[config.mk]
export PLATFORM = sky130hd
export DESIGN_NAME = ethernet_mmio_bridge
export DESIGN_NICKNAME = d
export VERILOG_FILES = /design/src/rtl/eth_mmio_bridge_pkg.sv /design/src/rtl/ethernet_mmio_bridge.sv
export SDC_FILE = /design/constraint.sdc
export NUM_CORES = 1
export LEC_CHECK = 0
export CAP_MARGIN = 20
export CORE_MARGIN = 3
export CORE_UTILIZATION = 40
export DETAILED_ROUTE_END_ITERATION = 8
export MAX_ROUTING_LAYER = met4
export PLACE_DENSITY_LB_ADDON = 0.25
export SETUP_SLACK_MARGIN = 0.2
export SLEW_MARGIN = 25
export SYNTH_ARGS = -nofsm -noshare
export SYNTH_HDL_FRONTEND = slang
export SYNTH_SLANG_ARGS = --single-unit
[constraint.sdc]
create_clock -name clk_i -period 3.6 [get_ports clk_i]
set_input_delay 0.72 -clock clk_i [delete_from_list [all_inputs] [get_ports clk_i]]
set_output_delay 0.72 -clock clk_i [all_outputs]
set_load 0.05 [all_outputs]
[src/rtl/eth_mmio_bridge_pkg.sv]
// Shared types and constants for the ethernet MMIO bridge.
package eth_mmio_bridge_pkg;

    localparam int unsigned eth_reg_addr_width_gp = 14;

    typedef enum logic [1:0] {
        StIdle,
        StIssue,
        StWaitRd,
        StResp
    } bridge_state_e;

endpackage

[src/rtl/ethernet_mmio_bridge.sv]
// Valid/ready MMIO request/response bus to ethernet_controller strobe interface, one op in flight.
// Optional read-return timeout enabled by defining ETH_MMIO_BRIDGE_TIMEOUT_EN.
module ethernet_mmio_bridge
    import eth_mmio_bridge_pkg::*;
#(
    parameter int unsigned data_width_p = 32,
    parameter int unsigned bus_addr_width_p = 32,
    parameter logic [bus_addr_width_p-1:0] base_addr_p = '0,
    parameter int unsigned timeout_cycles_p = 64,
    localparam int unsigned max_size_lp = (data_width_p / 8 == 1) ? 1 : $clog2(data_width_p / 8),
    localparam int unsigned size_width_lp = $clog2(max_size_lp + 1)
) (
    input  logic                                  clk_i,
    input  logic                                  reset_i,
    input  logic                                  req_v_i,
    output logic                                  req_ready_o,
    input  logic                                  req_we_i,
    input  logic [bus_addr_width_p-1:0]           req_addr_i,
    input  logic [size_width_lp-1:0]              req_size_i,
    input  logic [data_width_p-1:0]               req_data_i,
    output logic                                  resp_v_o,
    input  logic                                  resp_ready_i,
    output logic                                  resp_we_o,
    output logic                                  resp_err_o,
    output logic [data_width_p-1:0]               resp_data_o,
    output logic [eth_reg_addr_width_gp-1:0]      addr_o,
    output logic                                  write_en_o,
    output logic                                  read_en_o,
    output logic [size_width_lp-1:0]              op_size_o,
    output logic [data_width_p-1:0]               write_data_o,
    input  logic [data_width_p-1:0]               read_data_i,
    input  logic                                  read_data_v_i
);

    bridge_state_e                     state_q;
    logic                              ready_q;
    logic                              we_q;
    logic                              err_q;
    logic                              resp_v_q;
    logic                              wen_q;
    logic                              ren_q;
    logic [eth_reg_addr_width_gp-1:0]  addr_q;
    logic [size_width_lp-1:0]          size_q;
    logic [data_width_p-1:0]           wdata_q;
    logic [data_width_p-1:0]           rdata_q;

    logic       window_ok;
    logic       size_ok;
    logic       align_ok;
    logic       req_err;
    logic [7:0] align_mask;

    always_comb begin
        window_ok  = req_addr_i[bus_addr_width_p-1:eth_reg_addr_width_gp]
                     == base_addr_p[bus_addr_width_p-1:eth_reg_addr_width_gp];
        size_ok    = 32'(req_size_i) <= max_size_lp;
        align_mask = (8'd1 << req_size_i) - 8'd1;
        align_ok   = (req_addr_i[7:0] & align_mask) == 8'd0;
        req_err    = !(window_ok && size_ok && align_ok);
    end

`ifdef ETH_MMIO_BRIDGE_TIMEOUT_EN
    localparam int unsigned cnt_width_lp = $clog2(timeout_cycles_p + 1);
    logic [cnt_width_lp-1:0] cnt_q;
`endif

    always_ff @(posedge clk_i or posedge reset_i) begin
        if (reset_i) begin
            state_q  <= StIdle;
            ready_q  <= 1'b0;
            we_q     <= 1'b0;
            err_q    <= 1'b0;
            resp_v_q <= 1'b0;
            wen_q    <= 1'b0;
            ren_q    <= 1'b0;
            addr_q   <= '0;
            size_q   <= '0;
            wdata_q  <= '0;
            rdata_q  <= '0;
`ifdef ETH_MMIO_BRIDGE_TIMEOUT_EN
            cnt_q    <= '0;
`endif
        end else begin
            wen_q <= 1'b0;
            ren_q <= 1'b0;
            unique case (state_q)
                StIdle: begin
                    // ready rises one cycle after reset release, so no accept while it is low
                    ready_q <= 1'b1;
                    if (req_v_i && ready_q) begin
                        ready_q <= 1'b0;
                        we_q    <= req_we_i;
                        addr_q  <= req_addr_i[eth_reg_addr_width_gp-1:0];
                        size_q  <= req_size_i;
                        wdata_q <= req_data_i;
                        rdata_q <= '0;
                        if (req_err) begin
                            err_q    <= 1'b1;
                            resp_v_q <= 1'b1;
                            state_q  <= StResp;
                        end else begin
                            err_q   <= 1'b0;
                            wen_q   <= req_we_i;
                            ren_q   <= !req_we_i;
                            state_q <= StIssue;
                        end
                    end
                end
                StIssue: begin
`ifdef ETH_MMIO_BRIDGE_TIMEOUT_EN
                    cnt_q <= '0;
`endif
                    if (we_q) begin
                        resp_v_q <= 1'b1;
                        state_q  <= StResp;
                    end else begin
                        state_q <= StWaitRd;
                    end
                end
                StWaitRd: begin
                    if (read_data_v_i) begin
                        rdata_q  <= read_data_i;
                        resp_v_q <= 1'b1;
                        state_q  <= StResp;
                    end
`ifdef ETH_MMIO_BRIDGE_TIMEOUT_EN
                    else if (cnt_q == cnt_width_lp'(timeout_cycles_p - 1)) begin
                        err_q    <= 1'b1;
                        rdata_q  <= '0;
                        resp_v_q <= 1'b1;
                        state_q  <= StResp;
                    end else begin
                        cnt_q <= cnt_q + 1'b1;
                    end
`endif
                end
                StResp: begin
                    if (resp_ready_i) begin
                        resp_v_q <= 1'b0;
                        ready_q  <= 1'b1;
                        state_q  <= StIdle;
                    end
                end
                default: state_q <= StIdle;
            endcase
        end
    end

    rd_v_only_in_wait: assert property (@(posedge clk_i) disable iff (reset_i)
        read_data_v_i |-> state_q == StWaitRd)
        else $error("read_data_v_i asserted outside WAIT_RD");

    assign req_ready_o  = ready_q;
    assign resp_v_o     = resp_v_q;
    assign resp_we_o    = we_q & resp_v_q;
    assign resp_err_o   = err_q & resp_v_q;
    assign resp_data_o  = rdata_q;
    assign addr_o       = addr_q;
    assign write_en_o   = wen_q;
    assign read_en_o    = ren_q;
    assign op_size_o    = size_q;
    assign write_data_o = wdata_q;

endmodule

==> results.cfg <==
[yosys]
yosysWarnings = 0
synth.distinct_cells = 34
synth_area_leaders = dfrtp_1 (61%), mux2_4 (12%), a22o_1 (7.7%)
syn_avg_cell_area_um2 = 15.6
synth_edf_count = 0
seq_area_frac_synth_pct = 60.6
syn-num-nets = 342
ys_ff_latch = 88
netlist_instances = 233
ys_async_sr_fraction_pct = 100
synth_ff_type = dfrtp_1
syn-cell-area_um2 = 3630
synth_area_leader_cell = dfrtp_1
synth_top_area_share_pct = 60.6

[clocking]
root_buffer = clkbuf_8
htree_levels = 3
cts_tree = built
postCtsSetupBuffers = 0
insertion_delay_ps = 350
numCtsBuffers = 9
ctsResizeCount = 0
clk_pin_slew_ps = 90
cts_buffer_depth = 2
cts.sinks = 88
cts_hold_buf = 0

[power]
p_comb_share_pct = 60.9
p_total_mw = 6.18
p_clk_share_pct = 11.6
ir_drop_mv = 0.611
leakage_nw = 2.56
power-per-cell-area_nw_per_um2 = 1070
switching_share_pct = 47.1
p_seq_share_pct = 27.5
switching_power_mw = 2.91
internal_power_mw = 3.27

[die]
die_h_um = 101
die_area_um2 = 10300
coreArea_um2 = 8760
ios = 190
die_x_um = 101
core.rowCount = 34
initial_core_util_pct = 41.5

[critical_path]
crit_chain = inv_1, ha_1, nand3_4, mux2_4
crit_path_max_fanout = 56
crit_arrival_ps = 2810
worstSetupEndpointType = flop
path_class = reg2reg
cp_slowest_stage_delay_ps = 770
crit_slowest_cell = nand3_4
critical_path_required_ps = 3820
crit_path_start_kind = flop
ff2ff_path_depth = 4

[placed_design]
io_buffers = 189
place_ws_ps = 848
gp_congestion = 0.712
post-dp-hpwl_mm = 6.72

[min_path]
min_path_type = reg2reg
holdPathStages = 2

[finish]
synthToLayoutAreaGrowth_pct = 59.2
antenna_cells = 0
drive_gt1_share_pct = 17.8
fin_util_pct = 66.0
nets = 531

[route]
remaining_drc_errors = 0
num_vias = 2608
drt-wirelength-per-cell_um = 17.1
drtPass1Iterations = 4
viasPerCell = 4.87
antenna_left = 0
drt_iter0_drc = 58
wirelength_mm = 9.14

[sta]
hold_violations = 0
slew_headroom_pct = 37.2
fin_crit_sh_pct = 71.7
tightest_slew_ps = 942
timing.final.ws_setup_ps = 1020
rsz0062_at_grt = false
report.final.slew_viol_count = 0
fin_skew_ps = 13.4
whs_ps = 505
fmax_mhz = 387
fin_crit_ps = 2580
setup_viol = 0
fin_setup_tns_ps = 0

[grt]
grt-ovfl-total = 0
grt_pass1_vias = 2761
antenna_found_initial = 0
grt_max_degree = 57
grt_pass1_wl_mm = 14.3
grtUsageTotal_pct = 18.3

[outcome]
outcome = completed

[job]
max_cap_viol_count = 0
area by class of cell:
type                       count  area [µm²]
fill                         669        2980
clock inverter                 7        85.1
inverter                       8        31.3
multi-input combinational    123        1280
tap                          108         135
clock buffer                   9         124
sequential                    88        2200
timing repair buffer         192        1930
worst max-delay path, delay by kind of cell, from the launching register on:
kind / cells / cell delay [ps]
fa+ha+maj: 1 / 510
flops: 1 / 410
simple gates: 1 / 770
mux: 1 / 570
buf+inv: 1 / 150
synthesized netlist by cell type (2+ instances only):
cell       n
dfrtp_1   88
a22o_1    32
mux2_4    30
mux2_2    16
buf_6      9
inv_1      8
ha_1       5
nand2_1    5
o21ai_0    5
buf_2      4
nor4_1     3
nor4_2     3
a211oi_1   2
and2_1     2
nor2_1     2
cell families (layout without fill, tap and decap cells):
kind of cell	after synthesis	count (layout)	share of synthesized area, %
fa+ha+maj	5	5	1.72
buf+inv	22	216	4.37
mux	48	48	17.9
compound gates	49	49	11.6
simple gates	21	21	3.79
flops	88	88	60.6
cells in the final DEF, fill, tap and decap left out, drive strengths merged, types with 3 or more instances in the layout:
cell type / count
a22o: 32
buf: 3
clkbuf: 9
clkdlybuf4s50: 189
dfrtp: 88
ha: 5
inv: 11
mux2: 47
nand2: 6
nor2: 3
nor4: 6
o21ai: 6
power groups by stage:
stage | clock network (mW) | logic [mW] | registers (mW)
after floorplan | 0 | 1.15 | 3.18
after detailed placement | 0 | 3.78 | 1.72
after CTS | 0.739 | 3.80 | 1.71
after global routing | 0.787 | 3.92 | 1.76
after global placement | 0 | 3.73 | 1.70
final | 0.714 | 3.76 | 1.70
metrics by stage:
step	area [µm²]	cells
2_1_floorplan	3630	233
4_1_cts	5780	535
5_1_grt	5780	535
3_5_place_dp	5580	519
6_report	5780	535
3_3_place_gp	5580	519
registers in the layout (all words and copies together), names as in the netlist, 2 cells and up:
signal	cells
state_q	2
write_data_o	32
op_size_o	2
resp_data_o	32
addr_o	14
final timing paths:
check,slack [ps],startpoint,endpoint
max,1020,state_q[0],write_data_o[4]
max reg2reg,1020,state_q[0],write_data_o[4]
max in group asynchronous,2090,reset_i,addr_o[3]
min reg2reg,510,err_q,err_q
min in group asynchronous,790,reset_i,resp_data_o[20]
min,510,err_q,err_q
routing by layer:
layer  track usage, %  part of all wire [%]  vias up
met4             5.73                   1.4        0
li1                 -                     -     1223
met2             29.8                    52       94
met3             3.10                   5.0        8
met1             23.3                    42     1283
met5                -                     0        -
(Power assumes the default switching activity.)
==> RTL edit, RTL diff (same settings) <==
Add a define of `ETH_MMIO_BRIDGE_TIMEOUT_EN`.
--- a/src/rtl/ethernet_mmio_bridge.sv
+++ b/src/rtl/ethernet_mmio_bridge.sv
@@ -1,4 +1,6 @@
 // Valid/ready MMIO request/response bus to ethernet_controller strobe interface, one op in flight.
 // Optional read-return timeout enabled by defining ETH_MMIO_BRIDGE_TIMEOUT_EN.
+`define ETH_MMIO_BRIDGE_TIMEOUT_EN
+
 module ethernet_mmio_bridge
     import eth_mmio_bridge_pkg::*;
Formal check against the unedited RTL: same outputs for any inputs over 10 cycles, from zero or initial values and one cycle with reset_i high; that may be too few to reach the edited logic, so the function may still have changed.
==> RTL edit against the original RTL <==
- sequential share of layout area decreased by 0.24 points
- worst setup slack improved by 120 ps
- power down 2.6%
- area after synthesis grew 9.9%
- final area is 8.6% higher
- via count is 36% higher
- synthesized cell count rose by 88%
- clock power rose by 18%
- wire length grew 19%
- sequential cell count grew 7
- non-clock buffer count rose by 3
- largest cell class unchanged
==> RTL edit: results (changes against the original RTL) <==
metric;value;unit;change
Post-synth top cells;216 x nand2_1, 95 x dfrtp_1, 31 x o21ai_1, 13 x clkbuf_1, 11 x nor2_1;;
Synth Net Count;549;;+61%
crit path DAT;1740;ps;-1070 ps
HPWL after DPL;8100;um;+21%
share of cells above drive strength 1;0.0510;;-0.127
Synth area leaders;dfrtp_1 60%, nand2_1 20%, o21ai_1 3.9%, ha_1 1.9%, clkbuf_1 1.2%;;
Port Buf Inserts;189;;unchanged
vias in the first global route;3585;;+30%
Placer Congestion;0.784;;+10%
via count;3534;;+36%
Synth cell types;38;;+12%
Leakage;2.81;nW;+9.8%
post-synthesis average cell area;9.10;um2;-42%
CP max-delay cell;clkdlybuf4s50_1;;
post-synthesis adder-cell area fraction;0.0188;;+0.00158
ant diodes;0;;unchanged
XOR/XNOR Fraction of Synth Area;0.00658;;+0.00658
initial antenna violation count;0;;unchanged
sequential share of the synthesized area;0.595;;-0.0108
largest net degree at the start of global routing;96;;+68%
Num CTS Buffers;9;;unchanged
GRT Util Overall;0.198;;+0.0154
crit path max fanout;3;;-95%
initial DRC count;134;;+130%
Worst Hold Class;flop to flop;;
DP Cell Count;739;;+42%
mux contribution to synthesized area;0.00501;;-0.174
Final #Nets;732;;+38%
post-CTS sizing;0;;unchanged
Ys Warns;0;;unchanged
Synth Flop Type;dfrtp_1;;
Synth Area in Compound Gates;0.0915;;-0.0242
WL/cell;14.3;um;-16%
Max IR drop VDD;0.670;mV;+9.8%
slowest cell delay on critical path;830;ps;+60 ps
first-pass GRT wire length;17400;um;+21%
Slew HR;0.619;;+0.247
Sw Ratio;0.484;;+0.0130
FILL cells;785;;+17%
Worst Clk Skew;11.4;ps;-2.06 ps
root buf cell;clkbuf_8;;
Pre-Repair DR Iteration Count;5;;+1
via/cell ratio;4.67;;-4.1%
Crit path max-delay family;buffers and inverters;;
Post-CTS Repair Setup Buffers;0;;unchanged
outcome;finished, final reports clean;;
-- RTL edit: cell types whose count changed after synthesis, sizes merged, moves of 7 or more --
cell and change:
a22o -32, clkbuf +13, dfrtp +7, mux2 -47, nand2 +210, nor2 +8, o21ai +30
-- RTL edit: power groups by stage --
stage | Sequential, mW | Combinational [mW] | Clock [mW]
after detailed placement | 1.76 | 3.41 | 0
after global routing | 1.80 | 3.65 | 0.898
final | 1.74 | 3.43 | 0.839
after floorplan | 3.12 | 0.874 | 0
after CTS | 1.75 | 3.42 | 0.862
after global placement | 1.74 | 3.37 | 0
-- RTL edit: final cells by class --
cell class,count,share of cell area
inverters,7,0.00458
repair buffers,195,0.313
clock buffers,11,0.0225
flip-flops and latches,95,0.378
multi-input cells,314,0.239
well taps,129,0.0257
clock inverters,5,0.0167
-- RTL edit: metrics by stage --
step / power, mW / instance area, um2 / setup slack [ps] / hold WS, ps / utilization
6_report: 6.01 / 6280 / 1140 / 475 / 0.664
3_5_place_dp: 5.18 / 6010 / 771 / 461 / 0.635
3_3_place_gp: 5.11 / 6010 / 819 / 457 / 0.635
2_1_floorplan: 3.99 / 3990 / 403 / 449 / -
5_1_grt: 6.34 / 6280 / 1060 / 502 / 0.664
4_1_cts: 6.03 / 6260 / 1100 / 483 / 0.661
-- RTL edit: cell families after synthesis --
logic type                 Yosys count
AOI/OAI and AO/OA                   53
xor gates and xnor gates             3
adders and majority gates            6
buffers and inverters               30
DFF                                 95
muxes                                2
and+or+nand+nor                    250
-- RTL edit: final timing paths --
kind / startpoint / end / slack, ps / depth (start not counted)
min in group asynchronous: reset_i / resp_data_o[24] / 820 / 3
min: write_data_o[13] / write_data_o[13] / 470 / 2
max in group asynchronous: reset_i / resp_data_o[12] / 2350 / 3
max: we_q / resp_we_o / 1140 / 3
min reg2reg: write_data_o[13] / write_data_o[13] / 470 / 2
max reg2reg: state_q[0] / addr_o[3] / 1400 / 6
-- RTL edit: tightest hold or removal path, delay by kind of cell (launching register included) --
family           cells  cell delay (ps)
and+or+nand+nor      2              100
DFF                  1              350
-- RTL edit: routing by layer --
metal / wire length (um) / GRT usage / share of wire / up-vias
li1: - / - / - / 1762
met1: 4520 / 0.244 / 0.42 / 1610
met2: 5180 / 0.321 / 0.48 / 154
met3: 1050 / 0.0644 / 0.097 / 8
met4: 87 / 0.0472 / 0.0080 / 0
met5: 0 / - / 0 / -
